--- src/rtl/sargantana_set_ram_arbiter.sv ---
// Arbitrates the single-port instruction-cache set RAM between fetch lookups,
// refill writes and an optional full-array invalidate sweep.
//
// Optional feature macro: SARGANTANA_ICACHE_FLUSH_SWEEP_EN
//   defined   : flush_req_i starts an IDLE -> SWEEP -> DONE sweep that writes
//               zero to every entry, one entry per cycle.
//   undefined : no sweep logic; flush_done_o echoes flush_req_i one cycle later.
//
// Ports
//   clk_i, rst_i                    : clock, synchronous active-high reset
//   rd_req_i, rd_addr_i, rd_gnt_o   : lookup request / index / combinational grant
//   rd_valid_o, rd_data_o           : lookup result, one cycle after rd_gnt_o
//   wr_req_i, wr_addr_i, wr_data_i  : refill write request
//   wr_gnt_o                        : combinational refill grant
//   flush_req_i                     : start invalidate sweep
//   flush_busy_o, flush_done_o      : sweep in progress / one-cycle completion
//   ram_req_o, ram_we_o, ram_addr_o,
//   ram_data_o, ram_data_i          : single-port RAM command and read data
module sargantana_set_ram_arbiter #(
  parameter int unsigned ICACHE_DEPTH = 64,
  parameter int unsigned ADDR_WIDTH   = 6,
  parameter int unsigned DATA_WIDTH   = 256
) (
  input  logic                  clk_i,
  input  logic                  rst_i,
  input  logic                  rd_req_i,
  input  logic [ADDR_WIDTH-1:0] rd_addr_i,
  output logic                  rd_gnt_o,
  output logic                  rd_valid_o,
  output logic [DATA_WIDTH-1:0] rd_data_o,
  input  logic                  wr_req_i,
  input  logic [ADDR_WIDTH-1:0] wr_addr_i,
  input  logic [DATA_WIDTH-1:0] wr_data_i,
  output logic                  wr_gnt_o,
  input  logic                  flush_req_i,
  output logic                  flush_busy_o,
  output logic                  flush_done_o,
  output logic                  ram_req_o,
  output logic                  ram_we_o,
  output logic [ADDR_WIDTH-1:0] ram_addr_o,
  output logic [DATA_WIDTH-1:0] ram_data_o,
  input  logic [DATA_WIDTH-1:0] ram_data_i
);

  localparam int unsigned STARVE_W     = 4;
  localparam logic [STARVE_W-1:0] STARVE_LIMIT = STARVE_W'(4);
  localparam logic [STARVE_W-1:0] STARVE_MAX   = STARVE_W'(15);

  // Depth and address width must describe the same array.
  if (ICACHE_DEPTH != (32'd1 << ADDR_WIDTH)) begin : g_bad_depth
    $error("ICACHE_DEPTH must equal 2**ADDR_WIDTH");
  end

  logic                  sweep_act;   // sweep owns the RAM port this cycle
  logic [ADDR_WIDTH-1:0] sweep_addr;
  logic [STARVE_W-1:0]   starve_q, starve_d;
  logic                  rd_valid_q;

`ifdef SARGANTANA_ICACHE_FLUSH_SWEEP_EN
  typedef enum logic [1:0] {IDLE, SWEEP, DONE} sweep_state_e;

  sweep_state_e          state_q, state_d;
  logic [ADDR_WIDTH-1:0] sweep_cnt_q, sweep_cnt_d;

  // Sweep state register.
  always_ff @(posedge clk_i) begin
    if (rst_i) begin
      state_q     <= IDLE;
      sweep_cnt_q <= '0;
    end else begin
      state_q     <= state_d;
      sweep_cnt_q <= sweep_cnt_d;
    end
  end

  // Sweep next state; flush requests outside IDLE are dropped.
  always_comb begin
    state_d     = state_q;
    sweep_cnt_d = sweep_cnt_q;
    unique case (state_q)
      IDLE: begin
        if (flush_req_i) begin
          state_d     = SWEEP;
          sweep_cnt_d = '0;
        end
      end
      SWEEP: begin
        if (sweep_cnt_q == ADDR_WIDTH'(ICACHE_DEPTH - 1)) begin
          state_d = DONE;
        end else begin
          sweep_cnt_d = sweep_cnt_q + ADDR_WIDTH'(1);
        end
      end
      DONE:    state_d = IDLE;
      default: state_d = IDLE;
    endcase
  end

  assign sweep_act    = (state_q == SWEEP) && !rst_i;
  assign sweep_addr   = sweep_cnt_q;
  assign flush_busy_o = (state_q == SWEEP);
  assign flush_done_o = (state_q == DONE);
`else
  logic flush_done_q;

  // Without a sweep, a flush completes immediately.
  always_ff @(posedge clk_i) begin
    if (rst_i) flush_done_q <= 1'b0;
    else       flush_done_q <= flush_req_i;
  end

  assign sweep_act    = 1'b0;
  assign sweep_addr   = '0;
  assign flush_busy_o = 1'b0;
  assign flush_done_o = flush_done_q;
`endif

  // Grant selection and RAM command mux: sweep > write > read, with the
  // starvation override letting a long-waiting read beat a write.
  always_comb begin
    rd_gnt_o   = 1'b0;
    wr_gnt_o   = 1'b0;
    ram_req_o  = 1'b0;
    ram_we_o   = 1'b0;
    ram_addr_o = '0;
    ram_data_o = '0;
    if (sweep_act) begin
      ram_req_o  = 1'b1;
      ram_we_o   = 1'b1;
      ram_addr_o = sweep_addr;
    end else if (!rst_i) begin
      if (rd_req_i && (!wr_req_i || (starve_q >= STARVE_LIMIT))) begin
        rd_gnt_o   = 1'b1;
        ram_req_o  = 1'b1;
        ram_addr_o = rd_addr_i;
      end else if (wr_req_i) begin
        wr_gnt_o   = 1'b1;
        ram_req_o  = 1'b1;
        ram_we_o   = 1'b1;
        ram_addr_o = wr_addr_i;
        ram_data_o = wr_data_i;
      end
    end
  end

  // Starvation counter: counts denied read cycles, frozen while sweeping.
  always_comb begin
    starve_d = '0;
    if (sweep_act) begin
      starve_d = starve_q;
    end else if (rd_req_i && !rd_gnt_o) begin
      starve_d = (starve_q == STARVE_MAX) ? starve_q : starve_q + STARVE_W'(1);
    end
  end

  always_ff @(posedge clk_i) begin
    if (rst_i) begin
      starve_q   <= '0;
      rd_valid_q <= 1'b0;
    end else begin
      starve_q   <= starve_d;
      rd_valid_q <= rd_gnt_o;
    end
  end

  assign rd_valid_o = rd_valid_q;
  assign rd_data_o  = ram_data_i;

endmodule

--- config.mk ---
export PLATFORM = sky130hd
export DESIGN_NAME = sargantana_set_ram_arbiter
export DESIGN_NICKNAME = d
export VERILOG_FILES = /design/src/rtl/sargantana_set_ram_arbiter.sv
export SDC_FILE = /design/constraint.sdc
export NUM_CORES = 1
export LEC_CHECK = 0
export BUFFER_PORTS_ARGS = -buffer_cell sky130_fd_sc_hd__buf_2
export CORE_AREA = 2 2 411 413
export DETAILED_ROUTE_END_ITERATION = 10
export DIE_AREA = 0 0 413 415
export GPL_TIMING_DRIVEN = 0
export HOLD_SLACK_MARGIN = 0.15
export SYNTH_ARGS = -nofsm -noshare
export SYNTH_HDL_FRONTEND = slang
export SYNTH_SLANG_ARGS = --single-unit
--- constraint.sdc ---
create_clock -name clk_i -period 1.6 [get_ports clk_i]
set_input_delay 0.32 -clock clk_i [delete_from_list [all_inputs] [get_ports clk_i]]
set_output_delay 0.32 -clock clk_i [all_outputs]
set_load 0.02 [all_outputs]
# Yosys cells after proc, flatten, opt, wreduce, memory -nomap -nowiden
# Index checks and enable logic that the tools add are counted.
# op_classes
addsub	1
order_cmp	1
n_eq_ne	1
muxes	13
n_bitwise	1
n_reduce_logical	6
# op_table
op	n
256-bit two-way mux	3
6-bit two-way mux	3
1-bit two-way mux	7
4-bit by 1-bit adder with 4-bit output (second input constant)	1
4-bit equality test (second input constant)	1
4-bit by 3-bit >= comparator with 1-bit output (second input constant)	1
1-bit logical AND	2
1-bit zero test	2
2-bit OR reduction	1
1-bit logical OR	1
1-bit inverter	1
# totals
regBits	6
output_inout_bits	525
word_cells	26

# Depth between registers and ports, before layout
# depth
depth_word	9
mapped_depth	4

# Worst setup path before layout
# Ideal clock, no wire load.
# synth_timing
path_type	input-to-output
start	input rst_i
end	output ram_addr_o[0]
arrival_time_ns	1.342
required_time_ns	1.280
slack_ns	-0.062
stages	3
path_buffers	0
path_cell_list	nand2b_4 > a21oi_1 > a22o_1
# synth_between
elab_chain_len	1
# synth_rtl
element	line_no	rtl
from (decl)	25	input logic rst_i,
6-bit two-way mux	131	end else if (!rst_i) begin
to (decl)	40	output logic [ADDR_WIDTH-1:0] ram_addr_o,
# No other way between the ends.

# Worst setup path in the final report
# layout_timing
start	register starve_q[2]
end	output ram_data_o[128]
# layout_between
elab_chain_len	5
# layout_rtl
element	line_no	rtl
from (decl)	56	logic [STARVE_W-1:0] starve_q, starve_d;
from (signal assigned)	161	starve_q <= starve_d;
4-bit by 3-bit >= comparator with 1-bit output	132	if (rd_req_i && (!wr_req_i || (starve_q >= STARVE_LIMIT))) begin
1-bit logical OR	132	
1-bit logical AND	132	
256-bit two-way mux	132	
256-bit two-way mux	131	
to (decl)	41	output logic [DATA_WIDTH-1:0] ram_data_o,
# No other way between the ends.

==> impl_metrics.py <==
metrics = {
    "final_layout": {
        "nNetsFinal": 1961,
        "fin_util_pct": 9.057,
        "fillCellCount": 19390,
        "multi_input_area_sq_um": 2841,
        "drive_gt1_share_pct": 95.17,
        "design_area_sq_um": 15090,
        "syn_to_final_growth_pct": 267.8,
        "seqCellArea_sq_um": 122.6,
        "final_cells": 3702,
    },
    "timing": {
        "rsz0062_at_grt": "yes",
        "fin_crit_sh_pct": 125.8,
        "fin_worst_skew_ns": 0.003547,
        "hold_violations": 0,
        "finalMaxSlewViolations": 0,
        "fin_crit_ns": 2.014,
        "setup_slack_ns": -0.4135,
        "setup_viol": 264,
        "fmax_mhz": 496.6,
        "timing.hold.ws_ns": 0.3095,
    },
    "power_and_ir_drop": {
        "power_density_nw_per_um2": 314.5,
        "power_leakage_nw": 7.007,
        "vdd_drop_max_mv": 0.4823,
    },
    "placement": {
        "gp_congestion": 1.255,
        "io_buffers": 796,
        "dp_cells": 3600,
        "place_area_sq_um": 10850,
        "place_hpwl_microns": 113400,
    },
    "floorplanning": {
        "fp.dieH_microns": 415,
        "start_util_pct": 2.462,
        "die_x_microns": 413,
        "die_area_sq_um": 171400,
        "io_pins": 1054,
        "row_count": 150,
        "core_area_sq_um": 166700,
    },
    "worst_setup_path": {
        "crit_top_cell": "buf_6",
        "arrival_ns": 1.69,
        "crit_path_cell_trace": "o21ai_4 -> buf_6 -> buf_16 -> buf_8 -> and3_4 -> buf_6",
        "cp_num_buf_inv": 4,
        "crit_family": "buffers and inverters",
        "crit_path_start_kind": "flip-flop",
        "required_ns": 1.28,
        "cp_num_cells": 6,
        "slowest_delay_ns": 0.33,
        "r2r_cells": 3,
        "end_kind": "primary output",
        "crit_type": "reg -> out",
        "crit_fanout": 10,
        "crit_slowest_cell": "dfxtp_2",
    },
    "clocking": {
        "clk_pin_slew_ns": 0.04,
        "cts-root-buf": "clkbuf_16",
        "clockBufferDepth": 2,
        "cts_made_buffers": 3,
        "hold_buffers": 0,
        "clock_latency_ns": 0.23,
        "cts_tree": "yes",
        "cts_sinks": 6,
        "cts-htree-levels": 1,
    },
    "route": {
        "drtAntennaViolNets": 0,
        "dr.first_iter.drc_count": 757,
        "wl_per_cell_microns": 33.01,
        "drcViolationCount": 0,
        "vias_per_cell": 2.444,
        "totalWireLength_microns": 122200,
        "first_pass_iters": 5,
        "vias": 9048,
    },
    "grt": {
        "grt-ovfl-total": 0,
        "first_global_vias": 7865,
        "grt_start_max_net_pins": 11,
        "antenna_found_initial": 194,
        "grt_pass1_wl_microns": 135900,
        "grt_usage_pct": 13.22,
    },
    "worst_hold_path": {
        "hold_depth": 2,
        "hold_path.class": "in -> reg",
    },
    "yosys": {
        "ys_warn_count": 0,
        "ys_types": 16,
        "yosysTopAreaCellShare_pct": 47.20,
        "postSynthRegisterBits": 6,
        "post-synth-top-area-cell": "buf_4",
        "ys_top_cells_by_area": "buf_4 47%, and3_1 39%, buf_2 4.0%",
        "syn_inst": 599,
        "synth_area_sq_um": 4104,
        "syn_area_per_cell_sq_um": 6.851,
        "synth_seq_area_share_pct": 2.927,
    },
    "run": {
        "max_cap_violations": 0,
    },
    "outcome": {
        "failed_checks": "setup timing",
        "status": "complete, but fails checks",
    },
}
## cell usage in the layout (no fill, tap or decap)
master,synthesis,layout
buf_2,33,540
buf_4,258,284
and3_4,0,210
buf_6,0,178
buf_8,0,91
diode_2,0,69
and3_1,257,47
buf_12,0,29
clkbuf_16,0,8
clkbuf_4,0,6
a22o_1,6,6
buf_16,0,5
dfxtp_1,6,4
nor2_1,3,3
clkbuf_8,0,2
nor2b_1,2,2
and2_1,3,2
conb_1,1,2
dfxtp_2,0,2
nor2b_4,1,1
o21ai_4,0,1
clkbuf_1,3,1
and2_4,0,1
nand2b_4,1,1
a21oi_4,0,1
a21oi_1,2,1
ha_1,1,1
## power by group
| part | internal (mW) | switching [mW] |
|---|---|---|
| Sequential | 0.156 | 0.00300 |
| Clock | 0.322 | 0.0932 |
| Combinational | 1.93 | 2.24 |
| Total | 2.41 | 2.34 |
## cell usage after synthesis (all sizes together)
| cell | count |
|---|---|
| a21oi | 2 |
| nand2b | 1 |
| and3 | 257 |
| nor2b | 3 |
| and2 | 3 |
| ha | 1 |
| a22o | 6 |
| nor2 | 3 |
| clkbuf | 24 |
| buf | 291 |
| dfxtp | 6 |
| o21ai | 1 |
| conb | 1 |
## area by class of cell
type,instances,area share (%)
flip-flops and latches,6,0.8123
well taps,2204,18.27
plain buffers,315,17.24
repair buffers,826,43.21
multi-input cells,279,18.82
clock buffers,3,0.4973
diodes,69,1.144
## metrics by stage
step	setup slack (ns)	TNS (ns)	total power, mW
detailed placement	-1.025	-162.44	3.404
floorplan	0.1705	0	1.769
global route	-0.4553	-100.84	4.939
finish	-0.4135	-88.17	4.747
CTS	-0.4311	-88.05	4.399
global placement	-0.9933	-155.72	3.387
## cell families after synthesis
family	count (synthesis)	share of synthesized area, %
AO/OA/AOI/OAI	9	1.738
adder cells (fa/ha/maj)	1	0.3048
buffers and inverters	315	54.05
flip-flops	6	2.927
other	1	0.09138
AND/OR/NAND/NOR	267	40.88
## path summary, 6_finish.rpt
| kind | start | endpoint | slack, ns |
|---|---|---|---|
| setup / recovery | starve_q[2] | ram_data_o[128] | -0.41 |
| hold / removal | flush_req_i | flush_done_o | 0.31 |
| setup reg to reg | starve_q[2] | starve_q[1] | 0.45 |
| hold reg to reg | starve_q[0] | starve_q[0] | 0.44 |
## repair_timing
item,4_1_cts,5_1_grt
gates cloned,11,10
endpoints found under the setup margin,264,265
pin swaps,47,87
buffers inserted,5,5
gates resized for setup,619,399
## metal layers
| layer | GRT usage, % | wire length, microns | up-vias |
|---|---|---|---|
| li1 | - | - | 3524 |
| met1 | 13.65 | 40550 | 4147 |
| met2 | 22.16 | 57660 | 1031 |
| met3 | 7.882 | 18540 | 312 |
| met4 | 4.148 | 5218 | 34 |
| met5 | 0.1696 | 240 | - |
## flip-flops by register name, indices dropped and copies added (netlist names)
signal	cells
starve_q	4
rd_valid_o	1
flush_done_o	1
Power figures use the tool's default switching activity.
